<file path="config.mk">
export PLATFORM = sky130hd
export DESIGN_NAME = flick_scheduler
export DESIGN_NICKNAME = d
export VERILOG_FILES = /design/src/rtl/flick_scheduler_pkg.sv /design/src/rtl/flick_scheduler_rr_pick.sv /design/src/rtl/flick_scheduler.sv
export SDC_FILE = /design/constraint.sdc
export NUM_CORES = 1
export LEC_CHECK = 0
export ABC_AREA = 1
export CORE_UTILIZATION = 50
export CTS_CLUSTER_SIZE = 40
export DETAILED_ROUTE_END_ITERATION = 8
export GPL_TIMING_DRIVEN = 1
export PLACE_DENSITY_LB_ADDON = 0.3
export SETUP_SLACK_MARGIN = 0.5
export SYNTH_ARGS = -nofsm -noshare
export SYNTH_HDL_FRONTEND = slang
export SYNTH_HIERARCHICAL = 1
export SYNTH_SLANG_ARGS = --single-unit
</file>
<file path="constraint.sdc">
create_clock -name i_clk -period 1.8 [get_ports i_clk]
set_input_delay 0.36 -clock i_clk [delete_from_list [all_inputs] [get_ports i_clk]]
set_output_delay 0.36 -clock i_clk [all_outputs]
set_load 0.02 [all_outputs]
</file>
<file path="src/rtl/flick_scheduler_pkg.sv">
// Shared types and sizing helpers for the flick scheduler.
// No logic; widths and state encoding only.
package flick_scheduler_pkg;

    localparam int unsigned LED_W_DEF = 16;

    typedef enum logic [2:0] {
        ST_IDLE,
        ST_FLICK,
        ST_WAIT_START,
        ST_WAIT_IDLE,
        ST_DONE
    } state_t;

    // Counter width that stays at least one bit wide for tiny parameter values.
    function automatic int unsigned clog2_min1(input int unsigned v);
        return (v <= 1) ? 1 : $clog2(v);
    endfunction

endpackage

</file>
<file path="src/rtl/flick_scheduler_rr_pick.sv">
// Round-robin picker: the first requester at or after i_ptr, wrapping, wins.
// Purely combinational; no state, no backpressure.
module flick_scheduler_rr_pick
    import flick_scheduler_pkg::*;
#(
    parameter int unsigned N_REQ = 4,
    parameter int unsigned PW    = 2
) (
    input  logic [N_REQ-1:0] i_req,
    input  logic [PW-1:0]    i_ptr,
    output logic [PW-1:0]    o_idx,
    output logic             o_vld
);

    int unsigned v_idx;

    // Walk from the farthest offset down so the nearest hit is written last.
    always_comb begin
        o_vld = 1'b0;
        o_idx = '0;
        v_idx = 0;
        for (int k = N_REQ - 1; k >= 0; k--) begin
            v_idx = (int'(i_ptr) + k) % N_REQ;
            if (i_req[v_idx[PW-1:0]]) begin
                o_vld = 1'b1;
                o_idx = v_idx[PW-1:0];
            end
        end
    end

endmodule

</file>
<file path="src/rtl/flick_scheduler.sv">
// Grants one requester at a time to the shared flasher, pulses flick, tracks the run to idle.
// Latency: req -> gnt/flick one edge; requesters wait (no grant) while the flasher is busy.
module flick_scheduler
    import flick_scheduler_pkg::*;
#(
    parameter int unsigned N_REQ        = 4,
    parameter int unsigned LED_W        = LED_W_DEF,
    parameter int unsigned FLICK_CYCLES = 3,
    parameter int unsigned TIMEOUT      = 256
) (
    input  logic             i_clk,
    input  logic             i_rst,
    input  logic [N_REQ-1:0] i_req,
    input  logic [LED_W-1:0] i_led_state,
    output logic [N_REQ-1:0] o_gnt,
    output logic [N_REQ-1:0] o_done,
    output logic             o_flick,
    output logic             o_busy,
    output logic             o_timeout_err
);

    localparam int unsigned PW = clog2_min1(N_REQ);
    localparam int unsigned FW = clog2_min1(FLICK_CYCLES + 1);
    localparam int unsigned TW = clog2_min1(TIMEOUT);

    state_t          r_state, w_nxt_state;
    logic [FW-1:0]   r_fcnt, w_nxt_fcnt;
    logic [TW-1:0]   r_tcnt, w_nxt_tcnt, w_tcnt_inc;
    logic [PW-1:0]   r_rr_ptr, w_nxt_rr_ptr;
    logic [PW-1:0]   r_winner, w_nxt_winner;
    logic            r_to_flag, w_nxt_to_flag;
    logic [PW-1:0]   w_pick_idx;
    logic            w_pick_vld;
    logic            w_led_idle;
    logic [N_REQ-1:0] w_one;

    flick_scheduler_rr_pick #(
        .N_REQ (N_REQ),
        .PW    (PW)
    ) u_rr_pick (
        .i_req (i_req),
        .i_ptr (r_rr_ptr),
        .o_idx (w_pick_idx),
        .o_vld (w_pick_vld)
    );

    assign w_led_idle = (i_led_state == '0);
    assign w_tcnt_inc = (r_tcnt == '1) ? r_tcnt : r_tcnt + 1'b1;

    always_comb begin
        w_nxt_state   = r_state;
        w_nxt_fcnt    = r_fcnt;
        w_nxt_tcnt    = r_tcnt;
        w_nxt_rr_ptr  = r_rr_ptr;
        w_nxt_winner  = r_winner;
        w_nxt_to_flag = r_to_flag;
        case (r_state)
            ST_IDLE: begin
                if (w_pick_vld && w_led_idle) begin
                    w_nxt_state   = ST_FLICK;
                    w_nxt_winner  = w_pick_idx;
                    w_nxt_fcnt    = FW'(1);
                    w_nxt_to_flag = 1'b0;
                end
            end
            ST_FLICK: begin
                if (r_fcnt >= FW'(FLICK_CYCLES)) begin
                    w_nxt_state = ST_WAIT_START;
                    w_nxt_tcnt  = '0;
                end else begin
                    w_nxt_fcnt = r_fcnt + 1'b1;
                end
            end
            ST_WAIT_START: begin
                if (!w_led_idle) begin
                    w_nxt_state = ST_WAIT_IDLE;
                    w_nxt_tcnt  = '0;
                end else if (r_tcnt == TW'(TIMEOUT - 1)) begin
                    w_nxt_state   = ST_DONE;
                    w_nxt_to_flag = 1'b1;
                end else begin
                    w_nxt_tcnt = w_tcnt_inc;
                end
            end
            ST_WAIT_IDLE: begin
                if (w_led_idle) begin
                    w_nxt_state = ST_DONE;
                end else if (r_tcnt == TW'(TIMEOUT - 1)) begin
                    w_nxt_state   = ST_DONE;
                    w_nxt_to_flag = 1'b1;
                end else begin
                    w_nxt_tcnt = w_tcnt_inc;
                end
            end
            ST_DONE: begin
                w_nxt_state  = ST_IDLE;
                w_nxt_rr_ptr = (r_winner == PW'(N_REQ - 1)) ? '0 : r_winner + 1'b1;
            end
            default: w_nxt_state = ST_IDLE;
        endcase
    end

    always_ff @(posedge i_clk) begin
        if (i_rst) begin
            r_state   <= ST_IDLE;
            r_fcnt    <= '0;
            r_tcnt    <= '0;
            r_rr_ptr  <= '0;
            r_winner  <= '0;
            r_to_flag <= 1'b0;
        end else begin
            r_state   <= w_nxt_state;
            r_fcnt    <= w_nxt_fcnt;
            r_tcnt    <= w_nxt_tcnt;
            r_rr_ptr  <= w_nxt_rr_ptr;
            r_winner  <= w_nxt_winner;
            r_to_flag <= w_nxt_to_flag;
        end
    end

    // Outputs decode straight from registered state, so flick/done can never outlive their state.
    assign w_one         = {{(N_REQ-1){1'b0}}, 1'b1};
    assign o_busy        = (r_state != ST_IDLE);
    assign o_gnt         = o_busy ? (w_one << r_winner) : '0;
    assign o_done        = (r_state == ST_DONE) ? (w_one << r_winner) : '0;
    assign o_flick       = (r_state == ST_FLICK);
    assign o_timeout_err = (r_state == ST_DONE) && r_to_flag;

endmodule

</file>
==> results_dict.tcl, run 1 <==
set metrics [dict create \
    status "finished, final reports clean" \
    antenna_found_initial 0 \
    worstPathArrival_ns 1.31 \
    skew_ns 0.00934 \
    ir_drop_mv 0.756 \
    numCtsBuffers 3 \
    worst-setup-path-type "flip-flop to output port" \
    nFillCells 153 \
    drive_gt1_frac 0.412 \
    seq_area_frac_synth 0.243 \
    synth_cell_types 26 \
    end_kind "output port" \
    area_delta_synth_final_pct 55.3 \
    r2r_cells 9 \
    grt_pass1_vias 1819 \
    drt_iter0_markers 157 \
    rsz0062_at_grt "true" \
    cp_num_buf_inv 3 \
    comb_power_share 0.299 \
    seqCellArea_um2 372 \
    netlist_instances 252 \
    syn_avg_cell_area_um2 5.88 \
    clkLatencyLatePin_ns 0.30 \
    rows 19 \
    dpl-instance-area_um2 1950 \
    cts_root_buf "clkbuf_4" \
    finalNetCount 340 \
    r2r-start "r_state[1]$_SDFFE_PP0P_" \
    synthMuxAreaShare 0 \
    drt_first_pass_iters 4 \
    drt.antenna.violating_nets 0 \
    grt_usage 0.307 \
    grt_pass1_wl_um 7830 \
    cts_max_level 1 \
    path_cells "inv_2 -> nor3_4 -> inv_4 -> nor2_4 -> buf_6" \
    yosys.area_share.simple 0.511 \
    drc 0 \
    vias_per_cell 5.73 \
    clock_path_buffers 2 \
    synthAdderAreaFrac 0.0506 \
    hp-start "r_tcnt[5]$_SDFFE_PP0P_" \
    r2r_setup_slack_ns 0.27 \
    clock_sinks 18 \
    synth_seq_cells 18 \
    min_period_over_period 0.928 \
    internal_power_uw 655 \
    final_common_cell "nand2_1" \
    period_needed_ns 1.67 \
    wire_per_inst_um 15.6 \
    cpLargestDelayFamily "flip-flops" \
    r2r_end "r_fcnt[1]$_SDFFE_PP0P_" \
    ctsHoldBuffers 0 \
    core_um2 2780 \
    fin_area_um2 2300 \
    tns_ns 0 \
    worstMarginPinSlew_ns 0.370 \
    syn_nets 280 \
    vias 1958 \
    fmax_mhz 598 \
    leakagePower_nw 1.07 \
    timing.slew.headroom 0.752 \
    multi_input_area_um2 1200 \
    cap_violations 0 \
    yosys_warnings 6 \
    clk_pin_slew_ns 0.12 \
    totalWireLength_um 5320 \
    max_stage_delay_ns 0.36 \
    port-buffer-count 32 \
    power_uw 968 \
    pin_count 33 \
    synth_compound_area_frac 0.0810 \
    synth_area_um2 1480 \
    path_max_fanout 7 \
    overflow 0 \
    grt_max_degree 11 \
    whs_ns 0.511 \
    dieWidth_um 56.5 \
    hold_viol 0 \
    finalSetupViolations 0 \
    start_kind "flip-flop" \
    synth_top_family_by_area "simple AND/OR/NAND/NOR gates" \
    p_switching_uw 313 \
    pwr-share-clk 0.272 \
    hold_class "flip-flop to flip-flop" \
    slew_viol_final 0 \
    switching_share 0.323 \
    pwr-share-seq 0.430 \
    die_h_um 56.5 \
    final_cell_mix "66 x nand2_1, 22 x nor2_1, 22 x buf_4, 20 x dlygate4sd2_1, 18 x inv_1" \
    dp_hpwl_um 2800 \
    crit_path_top_delay_cell "dfxtp_2" \
    holdPathStages 2 \
    dieArea_um2 3190 \
    worstPathRequired_ns 1.44 \
    p_per_area_nw_per_um2 420 \
    gp_congestion 0.866 \
    synthXorXnorAreaFrac 0 \
    hold_end "r_tcnt[5]$_SDFFE_PP0P_" \
    cts_tree "done" \
    n_antenna_cell 0 \
    initial_core_util 0.533 \
]
worst max-delay path by stage:
stage	from	endpoint	slack, ns	cells past startpoint
after floorplan	r_state[0]$_SDFFE_PP0P_	o_gnt[0]	0.48	4
after global placement	i_led_state[0]	r_fcnt[1]$_SDFFE_PP0P_	-0.001	11
after detailed placement	i_led_state[1]	r_winner[1]$_SDFFE_PP0P_	-0.06	9
after CTS	r_state[2]$_SDFFE_PP0P_	o_done[2]	0.13	5
after global routing	r_state[2]$_SDFFE_PP0P_	o_timeout_err	0.05	5
final	r_state[2]$_SDFFE_PP0P_	o_done[1]	0.13	5
state kept, by name (all words and copies together), names as in the netlist:
register	count
r_tcnt	8
r_state	3
r_fcnt	2
r_rr_ptr	2
r_winner	2
r_to_flag	1
worst register-to-register path: stages, from the launching register on:
cell and delay [ns]:
dfxtp_1 0.37, nor2_2 0.19, nand2_1 0.12, buf_4 0.17, nor2_2 0.18, inv_1 0.15, nand2_2 0.11, nand2_1 0.05
nand2_1 0.05, nor2_1 0.05
stage by stage:
| step | utilization | std cells | setup WS [ns] |
|---|---|---|---|
| after CTS | 0.795 | 336 | 0.130 |
| final | 0.828 | 342 | 0.129 |
| after global placement | 0.700 | 324 | -0.00120 |
| after floorplan | - | 252 | 0.483 |
| after detailed placement | 0.700 | 324 | -0.0631 |
| after global routing | 0.828 | 342 | 0.0509 |
routing by layer:
layer | GRT usage | vias to the layer above | routed length, µm
met5 | 0 | - | 0
met4 | 0.143 | 0 | 219
met3 | 0.0714 | 26 | 312
met2 | 0.550 | 98 | 2690
met1 | 0.338 | 928 | 2100
li1 | - | 906 | -
cell usage after synthesis:
| library cell | instances | area [µm²] |
|---|---|---|
| ha_1 | 6 | 75.1 |
| buf_6 | 2 | 22.5 |
| nor2_1 | 37 | 139 |
| nand2_2 | 10 | 62.6 |
| nand2_1 | 77 | 289 |
| nor3_1 | 1 | 5.00 |
| inv_1 | 27 | 101 |
| nand4_1 | 6 | 37.5 |
| dfxtp_1 | 18 | 360 |
| o21ai_0 | 6 | 30.0 |
| inv_2 | 8 | 30.0 |
| nand3_4 | 1 | 17.5 |
| clkinv_1 | 1 | 3.75 |
| o21ai_1 | 2 | 10.0 |
| nand3_2 | 2 | 20.0 |
| and2_4 | 1 | 8.76 |
| clkinv_2 | 1 | 5.00 |
| a21oi_2 | 1 | 8.76 |
| nand2_4 | 2 | 22.5 |
| nor2_4 | 1 | 11.3 |
| a21oi_1 | 11 | 55.1 |
| inv_4 | 1 | 6.26 |
| o21bai_1 | 1 | 7.51 |
| o21ai_2 | 1 | 8.76 |
| nor2_2 | 4 | 25.0 |
| nand3_1 | 24 | 120 |
layout make-up:
cell class | instances | share of cell area
clock buffer | 4 | 0.0158
tap | 31 | 0.0168
multi-input combinational | 194 | 0.520
timing repair buffer | 57 | 0.218
sequential | 18 | 0.161
inverter | 38 | 0.0685
power by group through the flow:
stage,combinational (mW),sequential (mW),clock [mW]
floorplan,0.127,0.426,0
global placement,0.237,0.424,0
detailed placement,0.240,0.424,0
CTS,0.255,0.416,0.257
global route,0.308,0.417,0.279
finish,0.289,0.416,0.263
what timing repair did:
action                                 CTS  global route
setup endpoints to repair               27            27
buffers inserted                         8             6
gates resized for setup                143            12
endpoints found under the hold margin    0             0
pin swaps                               34             5
kinds of logic after synthesis:
kind of cell / count (synthesis)
buf+inv: 40
flops: 18
simple gates: 166
fa+ha+maj: 6
compound gates: 22
Note: power is estimated with default switching activity, not from simulation.
==> run 2: changes to the inputs <==
TNS_END_PERCENT = 100   (was default)
==> results of run 2 <==
Final layout, timing and power as in run 1 (identical DEF).
==> run 3: changes to the inputs <==
MAX_ROUTING_LAYER = met4   (was default)
REMOVE_ABC_BUFFERS = 1   (was default)
==> results_dict.tcl, run 3 (synthesis results as in run 1) <==
set metrics [dict create \
    pin_count 33 \
    utilization 0.894 \
    rows 19 \
    drt_iter0_markers 214 \
    rsz0062_at_grt "true" \
    numCtsBuffers 3 \
    timing.slew.headroom 0.752 \
    drt_first_pass_iters 5 \
    cpLargestDelayFamily "simple AND/OR/NAND/NOR gates" \
    hp-start "r_tcnt[7]$_SDFFE_PP0P_" \
    dp_hpwl_um 2870 \
    grt_usage 0.311 \
    p_per_area_nw_per_um2 409 \
    clock_sinks 18 \
    crit_path_top_delay_cell "dfxtp_4" \
    drt.antenna.violating_nets 0 \
    grt_max_degree 11 \
    hold_viol 0 \
    vias_per_cell 6.20 \
    tns_ns 0 \
    worstMarginPinSlew_ns 0.370 \
    internal_power_uw 650 \
    pwr-share-clk 0.223 \
    worstPathArrival_ns 1.94 \
    wire_per_inst_um 19.5 \
    grt_pass1_vias 1743 \
    comb_power_share 0.370 \
    path_cells "buf_6 -> nor2_4 -> nand2_4 -> inv_6 -> buf_4 -> buf_6 -> buf_6 -> nand3_4 -> nand2_4 -> nand2_2 -> nand2_2 -> nor2_2" \
    critical_path.most_common_cell "buf_6" \
    end_kind "flip-flop" \
    clk_pin_slew_ns 0.11 \
    die_h_um 56.5 \
    grt_pass1_wl_um 7550 \
    antenna_found_initial 0 \
    area_delta_synth_final_pct 67.7 \
    leakagePower_nw 1.17 \
    p_switching_uw 368 \
    cts_max_level 1 \
    pwr-share-seq 0.407 \
    port-buffer-count 32 \
    largest_reg_flops 8 \
    ctsHoldBuffers 0 \
    dieWidth_um 56.5 \
    cp-startpoint "r_state[1]$_SDFFE_PP0P_" \
    cts_tree "done" \
    drc 0 \
    start_kind "flip-flop" \
    cp_num_buf_inv 5 \
    dpl-instance-area_um2 1920 \
    min_period_over_period 0.958 \
    r2r-start "r_state[1]$_SDFFE_PP0P_" \
    fmax_mhz 580 \
    status "finished, final reports clean" \
    final_common_cell "nand2_1" \
    finalSetupViolations 0 \
    switching_share 0.361 \
    core_um2 2780 \
    overflow 0 \
    worst-setup-path-type "flip-flop to flip-flop" \
    cap_violations 0 \
    max_stage_delay_ns 0.38 \
    dieArea_um2 3190 \
    totalWireLength_um 6880 \
    vias 2182 \
    slew_viol_final 0 \
    final_cells 352 \
    gp_congestion 0.907 \
    skew_ns 0.00427 \
    hold_class "flip-flop to flip-flop" \
    cts_root_buf "clkbuf_4" \
    largestRegisters "r_tcnt x8, r_state x3" \
    clock_path_buffers 2 \
    period_needed_ns 1.72 \
    fin_area_um2 2490 \
    ir_drop_mv 0.605 \
    worstPathRequired_ns 2.02 \
    final_cell_mix "53 x nand2_1, 27 x nand2_2, 27 x buf_4, 23 x nor2_1" \
    n_antenna_cell 0 \
    nFillCells 116 \
    path_max_fanout 6 \
    finalNetCount 351 \
    initial_core_util 0.533 \
    dp_cells 327 \
    clkLatencyLatePin_ns 0.32 \
    regMostFlops "r_tcnt" \
    drive_gt1_frac 0.508 \
]
run 3: cell types whose count changed in the layout (fill, tap and decap cells not counted), moves of 3 or more:
cell	before	now
a21oi_1	10	4
dfxtp_1	11	6
nor2_4	11	8
buf_6	13	20
nand2_1	66	53
dfxtp_4	1	5
a21oi_2	1	7
nand2_2	16	27
o21ai_2	2	5
buf_4	22	27
run 3: layout make-up:
class	instances	area [µm²]	share of cell area
Clock buffer	3	22.5	0.00906
Inverter	38	170	0.0684
Multi-Input combinational cell	194	1250	0.504
Sequential cell	18	388	0.156
Tap cell	31	38.8	0.0156
Timing Repair Buffer	68	613	0.247
run 3: what timing repair did:
action | 4_1_cts | 5_1_grt
setup endpoints to repair | 27 | 27
resized for setup | 128 | 84
buffers inserted | 11 | 11
endpoints found under the hold margin | 0 | 0
pin swaps | 38 | 33
gates cloned | 0 | 0
run 3: final timing paths:
kind                                                to  slack, ns  cells after the start
worst min register to register  r_tcnt[7]$_SDFFE_PP0P_       0.50                      2
worst max register to register  r_fcnt[1]$_SDFFE_PP0P_       0.08                     12
worst min-delay path            r_tcnt[7]$_SDFFE_PP0P_       0.50                      2
worst max-delay path            r_fcnt[1]$_SDFFE_PP0P_       0.08                     12
run 3: per-layer routing:
metal | track usage | wire length [µm] | up-vias
met5 | - | 0 | -
met4 | 0.105 | 492 | 0
met3 | 0.0691 | 677 | 58
met2 | 0.543 | 3310 | 194
met1 | 0.347 | 2400 | 992
li1 | - | - | 938
run 3: per-stage QoR:
step	hold WS, ns	total power [mW]	setup slack, ns
global placement	0.462	0.656	-0.0970
global route	0.513	1.04	0.0406
CTS	0.496	0.899	0.176
floorplan	0.429	0.544	0.316
detailed placement	0.464	0.661	-0.102
finish	0.504	1.02	0.0758
run 3: worst reg2reg max path: cells and delay by family (launching register included):
family	cells	cell delay, ns
flip-flops	1	0.38
AND/OR/NAND/NOR	7	0.71
buffers and inverters	5	0.52
run 3: power by group through the flow:
stage	Combinational, mW	Sequential, mW	Clock (mW)
after floorplan	0.118	0.426	0
after global routing	0.389	0.415	0.234
after detailed placement	0.238	0.424	0
after global placement	0.233	0.423	0
final	0.377	0.414	0.227
after CTS	0.268	0.416	0.215
